File: config.mk
export PLATFORM = sky130hd
export DESIGN_NAME = sprite_compositor
export DESIGN_NICKNAME = d
export VERILOG_FILES = /design/src/rtl/gpu_pkg.sv /design/src/rtl/sprite_hit_unit.sv /design/src/rtl/sprite_compositor.sv
export SDC_FILE = /design/constraint.sdc
export NUM_CORES = 1
export LEC_CHECK = 0
export ABC_AREA = 0
export BUFFER_PORTS_ARGS = -buffer_cell sky130_fd_sc_hd__buf_2
export CELL_PAD_IN_SITES_DETAIL_PLACEMENT = 1
export CELL_PAD_IN_SITES_GLOBAL_PLACEMENT = 1
export CORE_ASPECT_RATIO = 0.6
export CORE_MARGIN = 1.5
export CORE_UTILIZATION = 30
export DETAILED_ROUTE_END_ITERATION = 12
export GPL_TIMING_DRIVEN = 0
export PLACE_DENSITY_LB_ADDON = 0.1
export SETUP_SLACK_MARGIN = 0.2
export SKIP_LAST_GASP = 1
export SLEW_MARGIN = 20
export SYNTH_ARGS = -nofsm -noshare
export SYNTH_HDL_FRONTEND = slang
export SYNTH_HIERARCHICAL = 1
export SYNTH_SLANG_ARGS = --single-unit
File: constraint.sdc
create_clock -name clk -period 3.02 [get_ports clk]
set_input_delay 0.302 -clock clk [delete_from_list [all_inputs] [get_ports clk]]
set_output_delay 0.302 -clock clk [all_outputs]
set_load 0.05 [all_outputs]
File: src/rtl/gpu_pkg.sv
// rtl/gpu_pkg.sv - shared types and constants for the sprite overlay path
package gpu_pkg;

    typedef logic [11:0] rgb12_t;

    localparam int GPU_X_W = 10;
    localparam int GPU_Y_W = 9;

    // One sprite register set as seen by software
    typedef struct packed {
        logic               en;
        logic [GPU_X_W-1:0] x;
        logic [GPU_Y_W-1:0] y;
    } sprite_cfg_t;

    // Colour treated as transparent in sprite textures
    localparam rgb12_t KEY_DEFAULT = 12'h000;

    // Pixel-in to colour-out latency; sync signals are delayed by this much
    localparam int SPR_PIPE_LAT = 3;

    // Index width that stays legal for single-entry cases
    function automatic int idx_width(input int n);
        return (n > 1) ? $clog2(n) : 1;
    endfunction

endpackage

File: src/rtl/sprite_hit_unit.sv
// rtl/sprite_hit_unit.sv - per-sprite hit test and texture address, first pipeline stage
module sprite_hit_unit #(
    parameter int SPR_W  = 64,
    parameter int SPR_H  = 64,
    parameter int X_W    = 10,
    parameter int Y_W    = 9,
    parameter int AW     = 2,
    parameter int ADDR_W = 14
) (
    input  logic              clk,
    input  logic              rst,
    input  logic [X_W-1:0]    i_px_x,
    input  logic [Y_W-1:0]    i_px_y,
    input  logic              i_spr_en,
    input  logic [X_W-1:0]    i_spr_x,
    input  logic [Y_W-1:0]    i_spr_y,
    input  logic [AW-1:0]     i_anim,
    output logic              o_hit,
    output logic [ADDR_W-1:0] o_addr
);

    // One extra bit so that right/bottom edges past the screen do not wrap
    localparam int XE = X_W + 1;
    localparam int YE = Y_W + 1;

    logic [XE-1:0]     w_px_x_e, w_left, w_right;
    logic [YE-1:0]     w_px_y_e, w_top, w_bottom;
    logic [X_W-1:0]    w_dx;
    logic [Y_W-1:0]    w_dy;
    logic              w_hit;
    logic [ADDR_W-1:0] w_addr;

    logic              r_hit;
    logic [ADDR_W-1:0] r_addr;

    assign w_px_x_e = {1'b0, i_px_x};
    assign w_left   = {1'b0, i_spr_x};
    assign w_right  = w_left + XE'(SPR_W);
    assign w_px_y_e = {1'b0, i_px_y};
    assign w_top    = {1'b0, i_spr_y};
    assign w_bottom = w_top + YE'(SPR_H);

    assign w_hit = i_spr_en
                && (w_px_x_e >= w_left) && (w_px_x_e < w_right)
                && (w_px_y_e >= w_top)  && (w_px_y_e < w_bottom);

    // Offsets are only meaningful on a hit; a miss forces the address to zero
    assign w_dx = i_px_x - i_spr_x;
    assign w_dy = i_px_y - i_spr_y;

    // Frames are stacked vertically in the texture; arithmetic wraps at ADDR_W
    assign w_addr = (ADDR_W'(w_dy) + ADDR_W'(i_anim) * ADDR_W'(SPR_H)) * ADDR_W'(SPR_W)
                  + ADDR_W'(w_dx);

    // Register hit flag and ROM address for the texture fetch
    always_ff @(posedge clk) begin
        if (rst) begin
            r_hit  <= 1'b0;
            r_addr <= '0;
        end else begin
            r_hit  <= w_hit;
            r_addr <= w_hit ? w_addr : '0;
        end
    end

    assign o_hit  = r_hit;
    assign o_addr = r_addr;

endmodule

File: src/rtl/sprite_compositor.sv
// rtl/sprite_compositor.sv - multi-sprite overlay with priority, colour key and collision flag
module sprite_compositor
    import gpu_pkg::*;
#(
    parameter int     NUM_SPRITES = 4,
    parameter int     SPR_W       = 64,
    parameter int     SPR_H       = 64,
    parameter int     NUM_FRAMES  = 4,
    parameter int     ANIM_SHIFT  = 4,
    parameter int     X_W         = 10,
    parameter int     Y_W         = 9,
    parameter int     ADDR_W      = 14,
    parameter rgb12_t KEY         = KEY_DEFAULT
) (
    input  logic                          clk,
    input  logic                          rst,
    input  logic [X_W-1:0]                px_x,
    input  logic [Y_W-1:0]                px_y,
    input  logic                          visible,
    input  logic                          frame_start,
    input  logic [11:0]                   bg_rgb,
    input  logic                          cfg_we,
    input  logic [idx_width(NUM_SPRITES)-1:0] cfg_idx,
    input  logic                          cfg_en,
    input  logic [X_W-1:0]                cfg_x,
    input  logic [Y_W-1:0]                cfg_y,
    output logic [NUM_SPRITES*ADDR_W-1:0] rom_addr,
    input  logic [NUM_SPRITES*12-1:0]     rom_data,
    output logic [11:0]                   rgb_out,
    output logic                          valid_out,
    output logic [idx_width(NUM_SPRITES):0] hit_id,
    output logic                          collision
);

    localparam int IW  = idx_width(NUM_SPRITES);
    localparam int AW  = idx_width(NUM_FRAMES);
    localparam int FCW = ANIM_SHIFT + AW;
    // Stages bg/visible travel before meeting rom_data
    localparam int DLY = SPR_PIPE_LAT - 1;

    // Register banks: software writes pending, pixels read active
    logic           r_pend_en [NUM_SPRITES];
    logic [X_W-1:0] r_pend_x  [NUM_SPRITES];
    logic [Y_W-1:0] r_pend_y  [NUM_SPRITES];
    logic           r_act_en  [NUM_SPRITES];
    logic [X_W-1:0] r_act_x   [NUM_SPRITES];
    logic [Y_W-1:0] r_act_y   [NUM_SPRITES];

    logic           w_next_en [NUM_SPRITES];
    logic [X_W-1:0] w_next_x  [NUM_SPRITES];
    logic [Y_W-1:0] w_next_y  [NUM_SPRITES];

    logic [FCW-1:0] r_frame_cnt;
    logic [AW-1:0]  w_anim;

    logic [NUM_SPRITES-1:0] w_hit;
    logic [ADDR_W-1:0]      w_addr [NUM_SPRITES];

    logic [NUM_SPRITES-1:0] r_hit_d2;
    logic [11:0]            r_bg_pipe  [DLY];
    logic                   r_vis_pipe [DLY];

    logic [NUM_SPRITES-1:0] w_opaque;
    logic [IW-1:0]          w_win_idx;
    logic [11:0]            w_win_rgb;
    logic                   w_any;
    logic                   w_multi;

    logic [11:0]            r_rgb;
    logic                   r_valid;
    logic [IW:0]            r_hit_id;
    logic                   r_collision;

    // Pending bank with this cycle's write folded in, so a write that lands with frame_start is copied
    always_comb begin
        for (int i = 0; i < NUM_SPRITES; i++) begin
            w_next_en[i] = r_pend_en[i];
            w_next_x[i]  = r_pend_x[i];
            w_next_y[i]  = r_pend_y[i];
            if (cfg_we && (32'(cfg_idx) == i)) begin
                w_next_en[i] = cfg_en;
                w_next_x[i]  = cfg_x;
                w_next_y[i]  = cfg_y;
            end
        end
    end

    // Bank update: pending every cycle, active only on frame boundaries
    always_ff @(posedge clk) begin
        if (rst) begin
            for (int i = 0; i < NUM_SPRITES; i++) begin
                r_pend_en[i] <= 1'b0;
                r_pend_x[i]  <= '0;
                r_pend_y[i]  <= '0;
                r_act_en[i]  <= 1'b0;
                r_act_x[i]   <= '0;
                r_act_y[i]   <= '0;
            end
        end else begin
            for (int i = 0; i < NUM_SPRITES; i++) begin
                r_pend_en[i] <= w_next_en[i];
                r_pend_x[i]  <= w_next_x[i];
                r_pend_y[i]  <= w_next_y[i];
                if (frame_start) begin
                    r_act_en[i] <= w_next_en[i];
                    r_act_x[i]  <= w_next_x[i];
                    r_act_y[i]  <= w_next_y[i];
                end
            end
        end
    end

    // Frame counter driving the shared animation index
    always_ff @(posedge clk) begin
        if (rst) begin
            r_frame_cnt <= '0;
        end else if (frame_start) begin
            r_frame_cnt <= r_frame_cnt + FCW'(1);
        end
    end

    assign w_anim = r_frame_cnt[ANIM_SHIFT +: AW];

    for (genvar g = 0; g < NUM_SPRITES; g++) begin : g_spr
        sprite_hit_unit #(
            .SPR_W  (SPR_W),
            .SPR_H  (SPR_H),
            .X_W    (X_W),
            .Y_W    (Y_W),
            .AW     (AW),
            .ADDR_W (ADDR_W)
        ) u_hit (
            .clk      (clk),
            .rst      (rst),
            .i_px_x   (px_x),
            .i_px_y   (px_y),
            .i_spr_en (r_act_en[g]),
            .i_spr_x  (r_act_x[g]),
            .i_spr_y  (r_act_y[g]),
            .i_anim   (w_anim),
            .o_hit    (w_hit[g]),
            .o_addr   (w_addr[g])
        );
        assign rom_addr[g*ADDR_W +: ADDR_W] = w_addr[g];
    end

    // Align hit flags, background and visible with the ROM read data
    always_ff @(posedge clk) begin
        if (rst) begin
            r_hit_d2 <= '0;
            for (int s = 0; s < DLY; s++) begin
                r_bg_pipe[s]  <= '0;
                r_vis_pipe[s] <= 1'b0;
            end
        end else begin
            r_hit_d2      <= w_hit;
            r_bg_pipe[0]  <= bg_rgb;
            r_vis_pipe[0] <= visible;
            for (int s = 1; s < DLY; s++) begin
                r_bg_pipe[s]  <= r_bg_pipe[s-1];
                r_vis_pipe[s] <= r_vis_pipe[s-1];
            end
        end
    end

    // Opacity, lowest-index-wins priority and multi-hit detection
    always_comb begin
        w_opaque  = '0;
        w_win_idx = '0;
        w_win_rgb = r_bg_pipe[DLY-1];
        w_any     = 1'b0;
        w_multi   = 1'b0;
        for (int i = 0; i < NUM_SPRITES; i++) begin
            w_opaque[i] = r_hit_d2[i] && (rom_data[i*12 +: 12] != KEY);
        end
        for (int i = NUM_SPRITES - 1; i >= 0; i--) begin
            if (w_opaque[i]) begin
                w_win_idx = IW'(i);
                w_win_rgb = rom_data[i*12 +: 12];
            end
        end
        for (int i = 0; i < NUM_SPRITES; i++) begin
            if (w_opaque[i]) begin
                if (w_any) begin
                    w_multi = 1'b1;
                end
                w_any = 1'b1;
            end
        end
    end

    // Output register; blanked pixels produce all-zero outputs
    always_ff @(posedge clk) begin
        if (rst) begin
            r_rgb    <= '0;
            r_valid  <= 1'b0;
            r_hit_id <= '0;
        end else if (r_vis_pipe[DLY-1]) begin
            r_rgb    <= w_win_rgb;
            r_valid  <= 1'b1;
            r_hit_id <= w_any ? {1'b1, w_win_idx} : '0;
        end else begin
            r_rgb    <= '0;
            r_valid  <= 1'b0;
            r_hit_id <= '0;
        end
    end

    // Sticky collision flag; a set in the same cycle as the frame clear wins
    always_ff @(posedge clk) begin
        if (rst) begin
            r_collision <= 1'b0;
        end else if (r_vis_pipe[DLY-1] && w_multi) begin
            r_collision <= 1'b1;
        end else if (frame_start) begin
            r_collision <= 1'b0;
        end
    end

    assign rgb_out   = r_rgb;
    assign valid_out = r_valid;
    assign hit_id    = r_hit_id;
    assign collision = r_collision;

endmodule

==> flow_summary.toml <==
[setup_path]
crit_chain = "buf_6, fa_2, nor2b_4, o21ai_2, nand2b_1, a21o_1, a21oi_2, xnor2_1, ha_2, inv_2, fa_2, nor2b_4, o21ai_1, nand2b_1, nand3_1, xnor2_1, nor3_2"
cp.depth = 17
cp.required_ps = 3530
crit_path_start_kind = "flip-flop"
r2r_cells = 17
worst-path-buf-inv = 2
crit_path_max_incr_delay_ps = 470
criticalPathCategory = "reg2reg"
path_max_fanout = 2
crit_arrival_ps = 3710
path_delay_family = "adder cells"
end_kind = "flip-flop"
slowest_stage = "edfxtp_1"

[final_layout]
final_cell_mix = "nand2_1, dfxtp_1, buf_2"
final_common_cell = "nand2_1"
fin_util_pct = 39.6
nFillCells = 5939
multi_input_comb_area_mm2 = 0.00924
synthToLayoutAreaGrowth_pct = 29.2
layout-drive-gt1-share_pct = 26.7
num-nets-final = 2259
final-seq-area_mm2 = 0.00627

[timing]
rsz0062_at_grt = "true"
maxSlewHeadroom_pct = 49.7
min_period_ps = 3200
fin_crit_sh_pct = 106
drv_slew = 0
fin_worst_hold_slack_ps = 28.2
setup_slack_ps = -184
hold_viol = 0
max_freq_mhz = 312
tightest_slew_ps = 754
skew_ps = 20.9
setup_viol = 9

[logic_synthesis]
async_flop_share_pct = 0
synth_area_leaders = "dfxtp_1, edfxtp_1, ha_1"
synth_cell_types = 91
ys_ff_latch = 273
synth-edff-count = 80
synth_ff_type = "dfxtp_1"
synth_fp_nets = 1931
yosys_warnings = 6
seq_area_frac_synth_pct = 39.8
syn_area_per_cell_um2 = 9.63
yosysTopAreaCell = "dfxtp_1"
synth_top_area_share_pct = 24.5
syn_inst = 1636
syn_area_mm2 = 0.0158

[clock_network]
clk_latency_ps = 610
htreeDepth = 1
cts_num_sinks = 273
root_buffer = "clkbuf_16"
cts_inserted_buffers = 31
cts_tree = "built"
cts.clk_slew.worst_paths_ps = 70
clk_path_buf_depth = 3

[placed_design]
gp_congestion = 0.845
hpwl_um = 42700
port_buffers = 178

[die]
start_util_pct = 30.6
chipHeight_um = 180
dieArea_mm2 = 0.0539
rows = 64
core_mm2 = 0.0514
dieWidth_um = 299
io_pins = 179

[hold_path]
hp-class = "in2reg"
hold_depth = 3

[global_route]
overflow = 0
track_usage_pct = 20.3
grt_pass1_vias = 13000
antenna_found_initial = 3
grt_pass1_wl_um = 82300
grt_max_degree = 34

[route]
drc = 0
via_per_inst = 4.80
wire_per_inst_um = 21.0
ant_nets = 0
vias = 12900
first_iter_violations = 683
dr.pass1.iters = 5
routed_wl_um = 56500

[power]
totalPowerFinal_uw = 11400
leakagePower_uw = 0.00844
power_density_mw_per_mm2 = 559
peakVddDrop_v = 0.000447

[outcome]
status = "finished, violations left"
violations = "negative setup slack"

[job]
maxCapViolCount = 0
-- worst paths after layout --
check,start,endpoint,slack [ps]
max,r_act_x[3][1]$_SDFFCE_PN0P_,g_spr[3].u_hit/o_addr[12]$_SDFF_PP0_,-180
min,rom_data[10],rgb_out[10]$_SDFF_PP0_,30
max reg2reg,r_act_x[3][1]$_SDFFCE_PN0P_,g_spr[3].u_hit/o_addr[12]$_SDFF_PP0_,-180
min reg2reg,r_bg_pipe[0][7]$_SDFF_PP0_,r_bg_pipe[0][19]$_SDFF_PP0_,440
-- cell usage after synthesis, types with 16 or more instances --
library cell / count
a21o_1: 20
a21oi_1: 131
a31oi_1: 22
and2_1: 80
clkbuf_1: 34
dfxtp_1: 193
edfxtp_1: 80
fa_1: 36
ha_1: 153
inv_1: 159
nand2_1: 204
nand3_1: 16
nor2_1: 36
nor2b_1: 56
nor3_1: 17
nor3_2: 20
o21ai_0: 47
xnor2_1: 69
xor2_1: 17
-- worst register-to-register path, stage by stage, from the launching register on --
cell      delay (ps)
edfxtp_1         470
buf_6            170
fa_2             400
nor2b_4          140
o21ai_2           60
nand2b_1         100
a21o_1           140
a21oi_2           60
xnor2_1          190
ha_2             220
inv_2             40
fa_2             370
nor2b_4          140
o21ai_1           70
nand2b_1         130
nand3_1          110
xnor2_1          220
nor3_2            50
-- cell families (layout without fill, tap and decap cells) --
logic type / count (synthesis) / in the layout / synth area share [%]
and+or+nand+nor: 537 / 537 / 19.0
AOI/OAI and AO/OA: 329 / 329 / 13.6
DFF: 273 / 273 / 39.8
buffers and inverters: 216 / 569 / 5.71
adders and majority gates: 190 / 190 / 16.8
xor gates and xnor gates: 86 / 86 / 4.78
muxes: 5 / 5 / 0.318
other: 0 / 2 / 0
-- report_power, final --
group	switching, uW	internal (uW)
sequential	93.1	3890
clock	1740	2470
combinational	1680	1500
-- metrics by stage --
step / setup slack [ps] / setup TNS, ps / std cells / cell area (um^2)
final: -184 / -782 / 2684 / 20300
after global routing: -295 / -2400 / 2682 / 20300
after CTS: -122 / -256 / 2662 / 19900
after detailed placement: -509 / -10640 / 2509 / 17600
after global placement: -858 / -72660 / 2507 / 17600
after floorplan: 92.9 / 0 / 1636 / 15800
-- layout make-up --
| type | instances | area share, % |
|---|---|---|
| timing repair buffer | 295 | 9.51 |
| buffer | 56 | 1.47 |
| clock inverter | 18 | 1.11 |
| inverter | 160 | 2.97 |
| clock buffer | 40 | 4.43 |
| tap | 693 | 4.26 |
| sequential | 273 | 30.8 |
| antenna | 2 | 0.0246 |
| multi-input combinational | 1147 | 45.4 |
-- layer usage --
| metal | track usage, % | wire length (um) | vias up |
|---|---|---|---|
| li1 | - | - | 6266 |
| met1 | 33.2 | 30600 | 6362 |
| met2 | 27.7 | 22200 | 215 |
| met3 | 2.89 | 2810 | 53 |
| met4 | 3.47 | 877 | 0 |
| met5 | 0 | 0 | - |
-- repair_timing --
action	4_1_cts	5_1_grt
cloned	1	0
setup buffers	65	20
pin swaps	78	74
gates resized for setup	90	70
setup endpoints to repair	45	53
endpoints found under the hold margin	29	0
hold buffers	29	0
-- registers in the layout, indices dropped and copies added, names as in the netlist, 6 cells and up --
name	flops
r_pend_x	40
r_bg_pipe	24
rgb_out	12
g_spr.u_hit/o_addr	56
r_act_x	40
r_frame_cnt	6
r_pend_y	36
r_act_y	36
No activity file was read; power rests on OpenSTA's default activity.
